**src/rtl/lock_supervisor.sv**
```systemverilog
// -----------------------------------------------------------------------------
// lock_supervisor
//
// Supervisory controller wrapped around the A/B/C combination-sequence
// detector. It edge-detects the synchronised button levels, forwards single
// cycle press pulses to the detector, clears the detector whenever an attempt
// ends (timeout, too many presses, or a completed opening), holds the door
// actuator enabled for a fixed window and enforces a lockout after repeated
// failed attempts.
//
// Ports
//   clk         in   system clock, all logic on the rising edge
//   rst         in   synchronous, active-high reset
//   btn_a/b/c   in   synchronised button levels
//   fsm_unlock  in   unlock output of the sequence detector
//   det_a/b/c   out  one-cycle press pulses to the detector (registered)
//   det_clr     out  one-cycle synchronous clear to the detector (registered)
//   unlock_out  out  actuator enable, high for OPEN_CYCLES cycles (registered)
//   locked_out  out  high while in LOCKOUT (registered)
//   fail_cnt    out  consecutive failed-attempt count, saturates at MAX_FAILS
//   state_dbg   out  IDLE=0, ENTRY=1, OPEN=2, LOCKOUT=3
// -----------------------------------------------------------------------------
module lock_supervisor #(
    parameter int ENTRY_TIMEOUT  = 64,
    parameter int MAX_PRESSES    = 4,
    parameter int OPEN_CYCLES    = 32,
    parameter int MAX_FAILS      = 3,
    parameter int LOCKOUT_CYCLES = 256
) (
    input  logic                           clk,
    input  logic                           rst,
    input  logic                           btn_a,
    input  logic                           btn_b,
    input  logic                           btn_c,
    input  logic                           fsm_unlock,
    output logic                           det_a,
    output logic                           det_b,
    output logic                           det_c,
    output logic                           det_clr,
    output logic                           unlock_out,
    output logic                           locked_out,
    output logic [$clog2(MAX_FAILS+1)-1:0] fail_cnt,
    output logic [1:0]                     state_dbg
);

    // -------------------------------------------------------------------------
    // Widths and terminal values. Every counter is sized to hold exactly its
    // terminal value, and each one stops (or is reloaded) on reaching it, so
    // none of them can wrap.
    // -------------------------------------------------------------------------
    localparam int TW = $clog2(ENTRY_TIMEOUT);
    localparam int PW = $clog2(MAX_PRESSES + 1);
    localparam int OW = $clog2(OPEN_CYCLES);
    localparam int LW = $clog2(LOCKOUT_CYCLES);
    localparam int FW = $clog2(MAX_FAILS + 1);

    localparam logic [TW-1:0] TMO_LAST   = TW'(ENTRY_TIMEOUT - 1);
    localparam logic [PW-1:0] PRESS_MAX  = PW'(MAX_PRESSES);
    localparam logic [OW-1:0] OPEN_LAST  = OW'(OPEN_CYCLES - 1);
    localparam logic [LW-1:0] LOCK_LAST  = LW'(LOCKOUT_CYCLES - 1);
    localparam logic [FW-1:0] FAIL_LIMIT = FW'(MAX_FAILS);

    // State encoding is visible on state_dbg, so it is fixed here.
    localparam logic [1:0] S_IDLE    = 2'd0;
    localparam logic [1:0] S_ENTRY   = 2'd1;
    localparam logic [1:0] S_OPEN    = 2'd2;
    localparam logic [1:0] S_LOCKOUT = 2'd3;

    logic [1:0]    state;
    logic [2:0]    btn;        // {a, b, c}
    logic [2:0]    btn_q;      // previous-cycle button levels
    logic [2:0]    press;      // rising edges this cycle
    logic          press_any;
    logic [TW-1:0] tmo_cnt;    // idle cycles since the last accepted press
    logic [PW-1:0] press_cnt;  // presses accepted in the current attempt
    logic [OW-1:0] open_cnt;
    logic [LW-1:0] lock_cnt;

    // Decision terms evaluated in the current cycle.
    logic          timeout_hit;
    logic          press_over;
    logic          entry_fail;
    logic          forward;
    logic [FW-1:0] fail_next;

    assign btn       = {btn_a, btn_b, btn_c};
    assign press     = btn & ~btn_q;
    assign press_any = |press;
    assign state_dbg = state;

    // -------------------------------------------------------------------------
    // Attempt bookkeeping
    // -------------------------------------------------------------------------
    always_comb begin
        // NOTE: every signal written here gets a value before any branch, so
        // no path leaves one unassigned and no latch is inferred.
        timeout_hit = 1'b0;
        press_over  = 1'b0;
        entry_fail  = 1'b0;
        forward     = 1'b0;
        fail_next   = fail_cnt;

        timeout_hit = (tmo_cnt == TMO_LAST);
        press_over  = (press_cnt == PRESS_MAX);

        // A detector unlock outranks everything else in ENTRY. A new press
        // restarts the idle timer, so it also outranks the timeout: the only
        // press that fails an attempt is one that would exceed the limit.
        if (state == S_ENTRY && !fsm_unlock) begin
            if (press_any) begin
                entry_fail = press_over;
            end else begin
                entry_fail = timeout_hit;
            end
        end

        // Presses reach the detector only while an attempt can still use them:
        // never alongside an unlock and never as the press that fails it.
        case (state)
            S_IDLE:  forward = press_any;
            S_ENTRY: forward = press_any && !fsm_unlock && !press_over;
            default: forward = 1'b0;
        endcase

        if (fail_cnt != FAIL_LIMIT) begin
            fail_next = fail_cnt + 1'b1;
        end
    end

    // -------------------------------------------------------------------------
    // State, counters and registered outputs
    // -------------------------------------------------------------------------
    always_ff @(posedge clk) begin
        // NOTE: all state here uses non-blocking assignment so every register
        // samples the pre-edge values regardless of statement order.
        if (rst) begin
            state      <= S_IDLE;
            // NOTE: the edge history loads the live button levels rather than
            // zero, so a button held through reset does not count as a press.
            btn_q      <= btn;
            tmo_cnt    <= '0;
            press_cnt  <= '0;
            open_cnt   <= '0;
            lock_cnt   <= '0;
            fail_cnt   <= '0;
            det_a      <= 1'b0;
            det_b      <= 1'b0;
            det_c      <= 1'b0;
            det_clr    <= 1'b0;
            unlock_out <= 1'b0;
            locked_out <= 1'b0;
        end else begin
            btn_q <= btn;

            // Simultaneous edges travel together as one press event.
            {det_a, det_b, det_c} <= forward ? press : 3'b000;
            det_clr               <= 1'b0;

            case (state)
                S_IDLE: begin
                    if (press_any) begin
                        state     <= S_ENTRY;
                        press_cnt <= PW'(1);
                        tmo_cnt   <= '0;
                    end
                end

                S_ENTRY: begin
                    if (fsm_unlock) begin
                        state      <= S_OPEN;
                        unlock_out <= 1'b1;
                        open_cnt   <= '0;
                        fail_cnt   <= '0;
                    end else if (entry_fail) begin
                        det_clr  <= 1'b1;
                        fail_cnt <= fail_next;
                        if (fail_next == FAIL_LIMIT) begin
                            state      <= S_LOCKOUT;
                            locked_out <= 1'b1;
                            lock_cnt   <= '0;
                        end else begin
                            state <= S_IDLE;
                        end
                    end else if (press_any) begin
                        press_cnt <= press_cnt + 1'b1;
                        tmo_cnt   <= '0;
                    end else begin
                        tmo_cnt <= tmo_cnt + 1'b1;
                    end
                end

                // fsm_unlock is deliberately not looked at here: the detector
                // stays asserted until it is cleared at the end of the window.
                S_OPEN: begin
                    if (open_cnt == OPEN_LAST) begin
                        state      <= S_IDLE;
                        unlock_out <= 1'b0;
                        det_clr    <= 1'b1;
                    end else begin
                        open_cnt <= open_cnt + 1'b1;
                    end
                end

                // Presses are neither forwarded nor counted, and cannot touch
                // lock_cnt, so the window length is fixed.
                S_LOCKOUT: begin
                    if (lock_cnt == LOCK_LAST) begin
                        state      <= S_IDLE;
                        locked_out <= 1'b0;
                        fail_cnt   <= '0;
                    end else begin
                        lock_cnt <= lock_cnt + 1'b1;
                    end
                end

                default: state <= S_IDLE;
            endcase
        end
    end

endmodule

```
**config.mk**
```make
export PLATFORM = sky130hd
export DESIGN_NAME = lock_supervisor
export DESIGN_NICKNAME = d
export VERILOG_FILES = /design/src/rtl/lock_supervisor.sv
export SDC_FILE = /design/constraint.sdc
export NUM_CORES = 1
export LEC_CHECK = 0
export CAP_MARGIN = 40
export CORE_ASPECT_RATIO = 1.5
export CORE_UTILIZATION = 51
export DETAILED_ROUTE_END_ITERATION = 7
export HOLD_SLACK_MARGIN = 0.03
export PLACE_DENSITY = 0.72
export SLEW_MARGIN = 20
export SYNTH_ARGS = -nofsm -noshare
export SYNTH_HDL_FRONTEND = slang
export SYNTH_SLANG_ARGS = --single-unit
```
**constraint.sdc**
```tcl
create_clock -name clk -period 1.85 [get_ports clk]
set_clock_uncertainty 0.05 [all_clocks]
set_input_delay 0.37 -clock clk [delete_from_list [all_inputs] [get_ports clk]]
set_output_delay 0.37 -clock clk [all_outputs]
set_load 0.01 [all_outputs]
```
==> flow_metrics.py, run 1 <==
metrics = {
    "grt": {
        "antenna_found_initial": 0,
        "grt_max_degree": 19,
        "grt_pass1_wl_um": 7017,
        "grt_pass1_vias": 1722,
        "grt_use_total_pct": 25.33,
        "grt-ovfl-total": 0,
    },
    "setup_path": {
        "crit_path_end_kind": "flip-flop",
        "arrival_ps": 1950,
        "crit_path_cell_trace": "ha_4 -> and3_4 -> or4_4 -> a21boi_4 -> xnor2_2 -> nor2_1",
        "cp.required_ps": 1980,
        "crit_family": "simple AND/OR/NAND/NOR gates",
        "critPathMaxStageDelay_ps": 560,
        "cp-start-kind": "flip-flop",
        "r2r_slack_ps": 30,
        "crit_type": "reg -> reg",
        "crit_slowest_cell": "or4_4",
        "path_buf_inv": 0,
        "cp_max_fo": 6,
    },
    "power": {
        "leakagePower_nw": 0.9554,
        "power_density_mw_per_mm2": 905.1,
        "peakVddDrop_uv": 714.4,
    },
    "clock_network": {
        "htree_levels": 2,
        "clk_latency_ps": 290,
        "clockBufferDepth": 2,
        "numClockSinks": 35,
        "cts_tree": "yes",
        "cts_hold_buf": 0,
        "root_buffer": "clkbuf_8",
        "clkTransAtPathRegs_ps": 70,
        "cts_buffers": 5,
    },
    "cells_and_area": {
        "drive_gt1_share_pct": 39.69,
        "antenna_cells": 0,
        "fillerInstances": 210,
        "final_cells": 302,
        "fin_nets": 277,
        "syn2layout_area_growth_pct": 44.14,
    },
    "floorplan": {
        "die_w_um": 50.13,
        "io-pin-count": 16,
        "coreArea_mm2": 0.003222,
        "dieArea_mm2": 0.003719,
        "start_util_pct": 54.99,
        "die_h_um": 74.19,
        "rows": 25,
    },
    "route": {
        "drc": 0,
        "ant_nets": 0,
        "wl_per_cell_um": 15.57,
        "drt_wl_total_um": 4703,
        "viasPerCell": 5.801,
        "drt-initial-drc-count": 43,
        "vias": 1752,
        "drtPass1Iterations": 5,
    },
    "synth": {
        "ys_ff_latch": 35,
        "async_reset_ff_share_pct": 0,
        "synth-edff-count": 0,
        "synth-seq-area-share_pct": 39.55,
        "ys_warn_count": 0,
        "syn_nets": 222,
        "synth_top_area_share_pct": 39.55,
        "synth_area_leaders": "dfxtp_1 (40%), ha_1 (7.1%), a21oi_1 (5.1%)",
        "post-synth-top-count-cell": "dfxtp_1",
        "synthTopCellsByCount": "dfxtp_1 (35), nand2_1 (23), a21oi_1 (18), nor2_1 (18), o21ai_0 (12)",
        "syn_area_per_cell_um2": 8.600,
        "synth_ff_type": "dfxtp_1",
        "ys_types": 45,
        "synth_cells": 206,
        "yosys.area.top_type": "dfxtp_1",
        "syn_area_mm2": 0.001772,
    },
    "place": {
        "gp_congestion": 0.8366,
        "portBuffers": 15,
        "dp_cells": 286,
        "dp_hpwl_um": 3226,
        "pre_cts_slack_ps": -529.7,
    },
    "run": {
        "maxCapViolations": 0,
    },
    "outcome": {
        "status": "finished clean",
    },
    "timing": {
        "setup_tns_ps": 0,
        "hold_viol_final": 0,
        "period_share_pct": 98.46,
        "period_needed_ps": 1822,
        "slew_headroom_pct": 75.76,
        "max_slew.worst_pin.slew_ps": 363.7,
        "setup_ws_ps": 28.41,
        "finalSetupViolations": 0,
        "clock.fmax_mhz": 549.0,
        "rsz0062_at_grt": "yes",
        "maxSlewViolCount": 0,
        "hold_ws_ps": 270.0,
    },
    "hold_path": {
        "worstHoldPathType": "in -> reg",
    },
}
## state kept, by name (all words and copies together), names as in the netlist
signal      cells
lock_cnt        8
tmo_cnt         6
open_cnt        5
btn_q           3
press_cnt       3
fail_cnt        2
state_dbg       2
det_a           1
det_b           1
det_c           1
det_clr         1
locked_out      1
unlock_out      1
## worst register-to-register path: cells and delay by family (launching register included)
kind	cells	cell delay, ps
simple gates	3	790
flops	1	340
compound gates	1	230
fa+ha+maj	1	170
xor+xnor	1	140
## routing by layer
layer / routed length [um] / GRT usage [%]
met1: 1855 / 23.18
met4: 151 / 17.14
met2: 2553 / 48.74
met5: 0 / 0
met3: 142 / 5.521
## what timing repair did
action / CTS / global route
hold endpoints to repair: 0 / 0
setup buffers: 1 / 7
gates resized for setup: 10 / 53
endpoints found under the setup margin: 11 / 25
pin swaps: 7 / 14
## cells in the final DEF, fill, tap and decap left out, types with 3 or more instances in the layout
master,netlist,routed
nand2b_1,6,4
and3_4,1,6
a21oi_2,4,4
a211oi_2,1,3
clkdlybuf4s50_1,0,11
nand2_2,0,3
xnor2_1,5,4
o21ai_0,12,12
nand3_1,9,9
a21oi_1,18,16
dlygate4sd2_1,0,3
inv_1,7,3
buf_4,2,38
clkbuf_8,0,5
ha_2,0,3
nand2_1,23,20
dfxtp_1,35,22
nor2_1,18,18
a211oi_1,7,5
dfxtp_2,0,12
ha_4,0,5
inv_2,0,4
nor3_1,3,3
## worst paths after layout
| check | end | startpoint | cells after the start |
|---|---|---|---|
| hold / removal | btn_q[0] | btn_c | 1 |
| setup / recovery | tmo_cnt[2] | tmo_cnt[1] | 6 |
| hold reg to reg | unlock_out | unlock_out | 2 |
| setup reg to reg | tmo_cnt[2] | tmo_cnt[1] | 6 |
## logic make-up after synthesis
kind of cell / Yosys count / share of synthesized area, %
fa+ha+maj: 10 / 7.062
simple gates: 78 / 21.68
buf+inv: 15 / 3.672
flops: 35 / 39.55
compound gates: 61 / 24.58
xor+xnor: 7 / 3.461
## per-stage QoR
stage / util (%) / cell area, um2 / power, mW
2_1_floorplan: - / 1774 / 1.272
3_3_place_gp: 68.16 / 2196 / 1.570
3_5_place_dp: 68.16 / 2196 / 1.601
4_1_cts: 71.53 / 2305 / 2.166
5_1_grt: 79.26 / 2554 / 2.432
6_report: 79.26 / 2554 / 2.311
## final cells by class
| type | instances | area (um2) | share of cell area (%) |
|---|---|---|---|
| Tap cell | 40 | 50.05 | 1.960 |
| Clock buffer | 7 | 76.32 | 2.989 |
| Sequential cell | 35 | 719.4 | 28.17 |
| Multi-Input combinational cell | 156 | 1192 | 46.69 |
| Inverter | 7 | 26.28 | 1.029 |
| Timing Repair Buffer | 56 | 484.2 | 18.96 |
| Clock inverter | 1 | 5.005 | 0.1960 |
## report_power, final
| part | total [mW] | internal [mW] | switching [mW] |
|---|---|---|---|
| Combinational | 0.903 | 0.454 | 0.448 |
| Clock | 0.534 | 0.264 | 0.270 |
| Sequential | 0.875 | 0.821 | 0.0531 |
| Total | 2.31 | 1.54 | 0.772 |
Note: power is estimated with default switching activity, not from simulation.
==> run 2, diff against run 1 <==
--- a/config.mk
+++ b/config.mk
@@ -11,6 +11,7 @@
 export DETAILED_ROUTE_END_ITERATION = 7
 export HOLD_SLACK_MARGIN = 0.03
 export PLACE_DENSITY = 0.72
+export SETUP_SLACK_MARGIN = 0.2
 export SLEW_MARGIN = 20
 export SYNTH_ARGS = -nofsm -noshare
 export SYNTH_HDL_FRONTEND = slang
==> flow_metrics.py, run 2 (synthesis gave the netlist of run 1 again) <==
metrics = {
    "timing": {
        "hold_ws_ps": 353.9,
        "slew_headroom_pct": 74.89,
        "rsz0062_at_grt": "yes",
        "hold_viol_final": 0,
        "setup_ws_ps": -14.30,
        "period_needed_ps": 1864,
        "finalSetupViolations": 1,
        "setup_tns_ps": -14.30,
        "maxSlewViolCount": 0,
        "clock.fmax_mhz": 536.4,
        "period_share_pct": 100.8,
        "max_slew.worst_pin.slew_ps": 376.7,
    },
    "cells_and_area": {
        "syn2layout_area_growth_pct": 62.85,
        "top_register": "lock_cnt",
        "biggestRegsByFlops": "lock_cnt (8), tmo_cnt (6), open_cnt (5)",
        "final_common_cell": "buf_4",
        "antenna_cells": 0,
        "drive_gt1_share_pct": 53.33,
        "largest_reg_flops": 8,
        "fillerInstances": 149,
        "fin_nets": 285,
        "final_cell_mix": "buf_4 (36), dfxtp_1 (19), nand2_1 (18)",
    },
    "route": {
        "drt_wl_total_um": 6591,
        "wl_per_cell_um": 21.26,
        "vias": 1925,
        "drc": 0,
        "drt-initial-drc-count": 84,
        "ant_nets": 0,
        "drtPass1Iterations": 4,
        "viasPerCell": 6.210,
    },
    "floorplan": {
        "die_w_um": 50.13,
        "rows": 25,
        "coreArea_mm2": 0.003222,
        "io-pin-count": 16,
        "die_h_um": 74.19,
        "dieArea_mm2": 0.003719,
        "start_util_pct": 54.99,
    },
    "power": {
        "p_int_mw": 1.812,
        "leakagePower_nw": 1.122,
        "p_sw_uw": 975.2,
        "pwr-share-seq_pct": 31.6,
        "comb_power_share_pct": 43.6,
        "p_clk_share_pct": 24.9,
        "peakVddDrop_uv": 721.6,
        "power_density_mw_per_mm2": 966.0,
        "p_sw_share_pct": 34.99,
    },
    "clock_network": {
        "cts_tree": "yes",
        "cts_buffers": 5,
        "clk_latency_ps": 300,
        "root_buffer": "clkbuf_8",
        "clockBufferDepth": 2,
        "clkTransAtPathRegs_ps": 80,
        "numClockSinks": 35,
        "htree_levels": 2,
    },
    "grt": {
        "grt_max_degree": 21,
        "grt_use_total_pct": 31.57,
        "grt-ovfl-total": 0,
        "antenna_found_initial": 0,
        "grt_pass1_vias": 1903,
        "grt_pass1_wl_um": 8625,
    },
    "place": {
        "gp_congestion": 0.8189,
        "dp_hpwl_um": 3141,
        "portBuffers": 15,
    },
    "setup_path": {
        "crit_start": "tmo_cnt[1]",
        "cp-start-kind": "flip-flop",
        "arrival_ps": 2010,
        "timing.rr.start": "tmo_cnt[1]",
        "crit_type": "reg -> reg",
        "cp.required_ps": 2000,
        "cp_max_fo": 6,
        "crit_path_end_kind": "flip-flop",
        "r2r_slack_ps": -10,
    },
    "outcome": {
        "status": "finished with violations",
        "violations": "setup timing",
    },
    "hold_path": {
        "worstHoldPathType": "in -> reg",
        "min-delay-start": "btn_b",
    },
    "run": {
        "maxCapViolations": 0,
    },
}
## run 2: cell count changes in the layout (fill, tap and decap cells not counted), sizes merged
| cell | before | now |
|---|---|---|
| dlymetal6s2s | 1 | 4 |
| buf | 41 | 48 |
| clkdlybuf4s50 | 11 | 6 |
| o22ai | 1 | 2 |
| dlygate4sd2 | 3 | 5 |
| clkinv | 1 | 2 |
| bufinv | 0 | 1 |
| clkbuf | 7 | 5 |
## run 2: layout make-up
type	count	area, um2	share of cell area, %
Clock buffer	5	68.82	2.385
Clock inverter	3	38.79	1.344
Inverter	7	28.78	0.9974
Multi-Input combinational cell	157	1409	48.83
Sequential cell	35	730.7	25.33
Tap cell	40	50.05	1.735
Timing Repair Buffer	63	559.3	19.38
## run 2: worst max-delay path, stage by stage (launching register included)
cell and delay [ps]:
dfxtp_2 350, ha_4 170, and3_4 180, or4_4 620
a21oi_4 170, xnor2_2 140, nor2_1 80
## run 2: final timing paths
kind	endpoint	cells past startpoint
setup reg to reg	tmo_cnt[5]	6
hold reg to reg	open_cnt[4]	2
hold / removal	btn_q[1]	1
setup / recovery	tmo_cnt[5]	6
## run 2: what timing repair did
action,CTS,global route
buffers inserted,21,4
hold buffers,0,0
resized for setup,55,45
cloned,1,0
endpoints found under the setup margin,31,29
pin swaps,33,18
## run 2: metal layers
metal,routed length (um),share of wire [%],global-route usage [%],up-vias
met2,3661,56,60.89,89
li1,-,-,-,869
met5,0,0,0,-
met1,2344,36,30.77,941
met4,277,4.2,17.14,0
met3,307,4.7,6.339,26
## run 2: through the flow
stage / power (mW) / instance area, um2 / std cells / worst slack [ps] / util (%)
2_1_floorplan: 1.323 / 1859 / 206 / 124.5 / -
3_3_place_gp: 1.614 / 2181 / 276 / -337.9 / 67.69
3_5_place_dp: 1.644 / 2181 / 276 / -423.8 / 67.69
4_1_cts: 2.508 / 2666 / 306 / 40.47 / 82.76
5_1_grt: 2.900 / 2885 / 310 / -37.61 / 89.55
6_report: 2.787 / 2885 / 310 / -14.30 / 89.55
## run 2: power groups by stage
stage | Sequential [mW] | Combinational, mW | Clock, mW
CTS | 0.865 | 0.963 | 0.680
finish | 0.880 | 1.21 | 0.693
global placement | 0.877 | 0.737 | 0
global route | 0.886 | 1.28 | 0.730
floorplan | 0.896 | 0.426 | 0
detailed placement | 0.880 | 0.763 | 0
==> run 3, diff against run 2 <==
--- a/config.mk
+++ b/config.mk
@@ -5,14 +5,14 @@
 export SDC_FILE = /design/constraint.sdc
 export NUM_CORES = 1
 export LEC_CHECK = 0
+export ABC_AREA = 1
 export CAP_MARGIN = 40
 export CORE_ASPECT_RATIO = 1.5
-export CORE_UTILIZATION = 51
+export CORE_UTILIZATION = 52
 export DETAILED_ROUTE_END_ITERATION = 7
 export HOLD_SLACK_MARGIN = 0.03
 export PLACE_DENSITY = 0.72
 export SETUP_SLACK_MARGIN = 0.2
-export SLEW_MARGIN = 20
 export SYNTH_ARGS = -nofsm -noshare
 export SYNTH_HDL_FRONTEND = slang
 export SYNTH_SLANG_ARGS = --single-unit
==> flow_metrics.py, run 3 <==
metrics = {
    "synth": {
        "synth_top_family_by_area": "simple AND/OR/NAND/NOR gates",
        "yosys.area_share.simple_pct": 37.45,
        "synth-edff-count": 0,
        "synthTopCellsByCount": "nand2_1 (65), nor2_1 (36), dfxtp_1 (35)",
        "yosys.area.top_type": "dfxtp_1",
        "syn_area_per_cell_um2": 7.081,
        "ys_warn_count": 0,
        "synth_adder_area_share_pct": 6.200,
        "post-synth-top-count-cell": "nand2_1",
        "synth_ff_type": "dfxtp_1",
        "synthMuxAreaShare_pct": 0,
        "syn_nets": 301,
        "async_reset_ff_share_pct": 0,
        "synth_xor_area_share_pct": 2.170,
        "synth_cells": 285,
        "synth_compound_area_share_pct": 10.23,
        "ys_types": 30,
        "synth-seq-area-share_pct": 34.72,
        "synth_top_area_share_pct": 34.72,
        "syn_area_mm2": 0.002018,
        "synth_area_leaders": "dfxtp_1 (35%), nand2_1 (12%), nor2_1 (6.7%)",
        "ys_ff_latch": 35,
    },
    "cells_and_area": {
        "biggestRegsByFlops": "lock_cnt (8), tmo_cnt (6), open_cnt (5)",
        "top_register": "lock_cnt",
        "fillerInstances": 313,
        "largest_reg_flops": 8,
        "syn2layout_area_growth_pct": 28.21,
        "final_common_cell": "nand2_1",
        "final-seq-area_um2": 724.4,
        "fin_util_pct": 70.27,
        "fin_nets": 333,
        "multi_input_area_mm2": 0.001274,
        "final_cell_mix": "nand2_1 (59), nor2_1 (31), inv_1 (29)",
        "drive_gt1_share_pct": 25.79,
        "final_cells": 361,
        "antenna_cells": 0,
    },
    "route": {
        "drtPass1Iterations": 4,
        "drt_wl_total_um": 4512,
        "ant_nets": 0,
        "wl_per_cell_um": 12.50,
        "vias": 1892,
        "viasPerCell": 5.241,
        "drt-initial-drc-count": 52,
        "drc": 0,
    },
    "power": {
        "peakVddDrop_uv": 815.9,
        "leakagePower_nw": 1.040,
        "power_density_mw_per_mm2": 1062,
        "power_mw": 2.749,
    },
    "clock_network": {
        "cts_hold_buf": 0,
        "cts_tree": "yes",
        "clk_latency_ps": 280,
        "root_buffer": "clkbuf_8",
        "numClockSinks": 35,
        "clockBufferDepth": 2,
        "htree_levels": 2,
        "clkTransAtPathRegs_ps": 70,
        "cts_buffers": 5,
    },
    "place": {
        "portBuffers": 15,
        "gp_congestion": 0.8542,
        "dp_hpwl_um": 3032,
        "dp_cells": 349,
    },
    "setup_path": {
        "crit_type": "reg -> reg",
        "cp.required_ps": 1990,
        "arrival_ps": 1760,
        "crit_path_cell_trace": "ha_4 -> inv_4 -> nor3_4 -> ha_2 -> nand2_2 -> o211ai_4 -> buf_4 -> a21oi_1 -> a211oi_1",
        "crit_path_end_kind": "flip-flop",
        "path_buf_inv": 2,
        "crit_slowest_cell": "dfxtp_4",
        "cp-start-kind": "flip-flop",
        "cp_max_fo": 5,
        "crit_family": "flip-flops",
        "critPathMaxStageDelay_ps": 370,
    },
    "timing": {
        "rsz0062_at_grt": "yes",
        "finalSetupViolations": 0,
        "period_share_pct": 87.62,
        "period_needed_ps": 1621,
        "max_slew.worst_pin.slew_ps": 284.3,
        "maxSlewViolCount": 0,
        "hold_viol_final": 0,
        "setup_tns_ps": 0,
        "clock.fmax_mhz": 616.9,
        "slew_headroom_pct": 81.03,
    },
    "floorplan": {
        "io-pin-count": 16,
        "rows": 27,
        "die_w_um": 52.87,
        "coreArea_mm2": 0.003682,
        "dieArea_mm2": 0.004139,
        "die_h_um": 78.30,
        "start_util_pct": 54.81,
    },
    "grt": {
        "busiest_layer": "met2",
        "grt_pass1_vias": 1756,
        "met2_usage_pct": 41.14,
        "grt_pass1_wl_um": 7155,
        "globalRouteMet3Util_pct": 4.264,
        "grt_use_total_pct": 22.89,
        "grt_max_degree": 16,
        "gr-usage-met1_pct": 25.06,
        "antenna_found_initial": 0,
        "grt-ovfl-total": 0,
    },
    "hold_path": {
        "worstHoldPathType": "in -> reg",
    },
    "outcome": {
        "status": "finished clean",
    },
    "run": {
        "maxCapViolations": 0,
    },
}
==> run 3: cell types whose count changed after synthesis, moves of 5 or more <==
cell	previous run	this run
nand2_1	23	65
inv_1	7	32
nor2_1	18	36
o21ai_0	12	7
a21oi_1	18	23
and3_1	6	0
nand3_1	9	17
nand3_2	0	8
a211oi_1	7	2
nor3_1	3	9
nand2b_1	6	0
==> run 3: repair_timing <==
action,CTS,global route
gates resized for setup,10,45
pin swaps,1,19
buffers inserted,0,3
cloned,1,0
endpoints found under the setup margin,16,29
==> run 3: cell type report <==
| type | instances | area share (%) |
|---|---|---|
| multi-input cells | 208 | 49.23 |
| flip-flops and latches | 35 | 28.00 |
| repair buffers | 31 | 11.22 |
| inverters | 36 | 5.609 |
| clock buffers | 8 | 3.868 |
| well taps | 43 | 2.079 |
==> run 3: through the flow <==
step	cell area [um2]	setup WS, ps	hold slack, ps
after floorplan	2022	200.3	347.7
after global placement	2272	-69.16	405.8
after detailed placement	2272	-145.9	404.6
after CTS	2401	227.7	418.8
after global routing	2587	135.5	196.0
final	2587	229.1	191.4
==> run 3: path summary, 6_finish.rpt <==
| check | start | end | slack (ps) | depth (start not counted) |
|---|---|---|---|---|
| setup / recovery | open_cnt[0] | open_cnt[0] | 230 | 9 |
| hold / removal | btn_c | btn_q[0] | 190 | 1 |
| setup reg to reg | open_cnt[0] | open_cnt[0] | 230 | 9 |
| hold reg to reg | unlock_out | unlock_out | 420 | 2 |
==> run 3: worst reg2reg max path: stages (launching register included) <==
cell      delay, ps
dfxtp_4         370
ha_4            140
inv_4            40
nor3_4          170
ha_2            210
nand2_2          80
o211ai_4        100
buf_4           170
a21oi_1          40
a211oi_1        170
==> run 3: power breakdown <==
| group | total (mW) | switching, mW | internal [mW] |
|---|---|---|---|
| Combinational | 1.17 | 0.670 | 0.498 |
| Sequential | 0.989 | 0.110 | 0.879 |
| Clock | 0.592 | 0.253 | 0.340 |
| Total | 2.75 | 1.03 | 1.72 |
==> run 3: routing by layer <==
metal	routed length, um	share of wire (%)
met3	87	1.9
met4	108	2.4
met5	0	0
met2	2345	52
met1	1971	44
==> run 3: kinds of logic (layout without fill, tap and decap cells) <==
| group | after synthesis | in the layout |
|---|---|---|
| flip-flops | 35 | 35 |
| buffers and inverters | 43 | 75 |
| adder cells (fa/ha/maj) | 10 | 10 |
| XOR/XNOR | 5 | 5 |
| AO/OA/AOI/OAI | 36 | 36 |
| AND/OR/NAND/NOR | 156 | 157 |
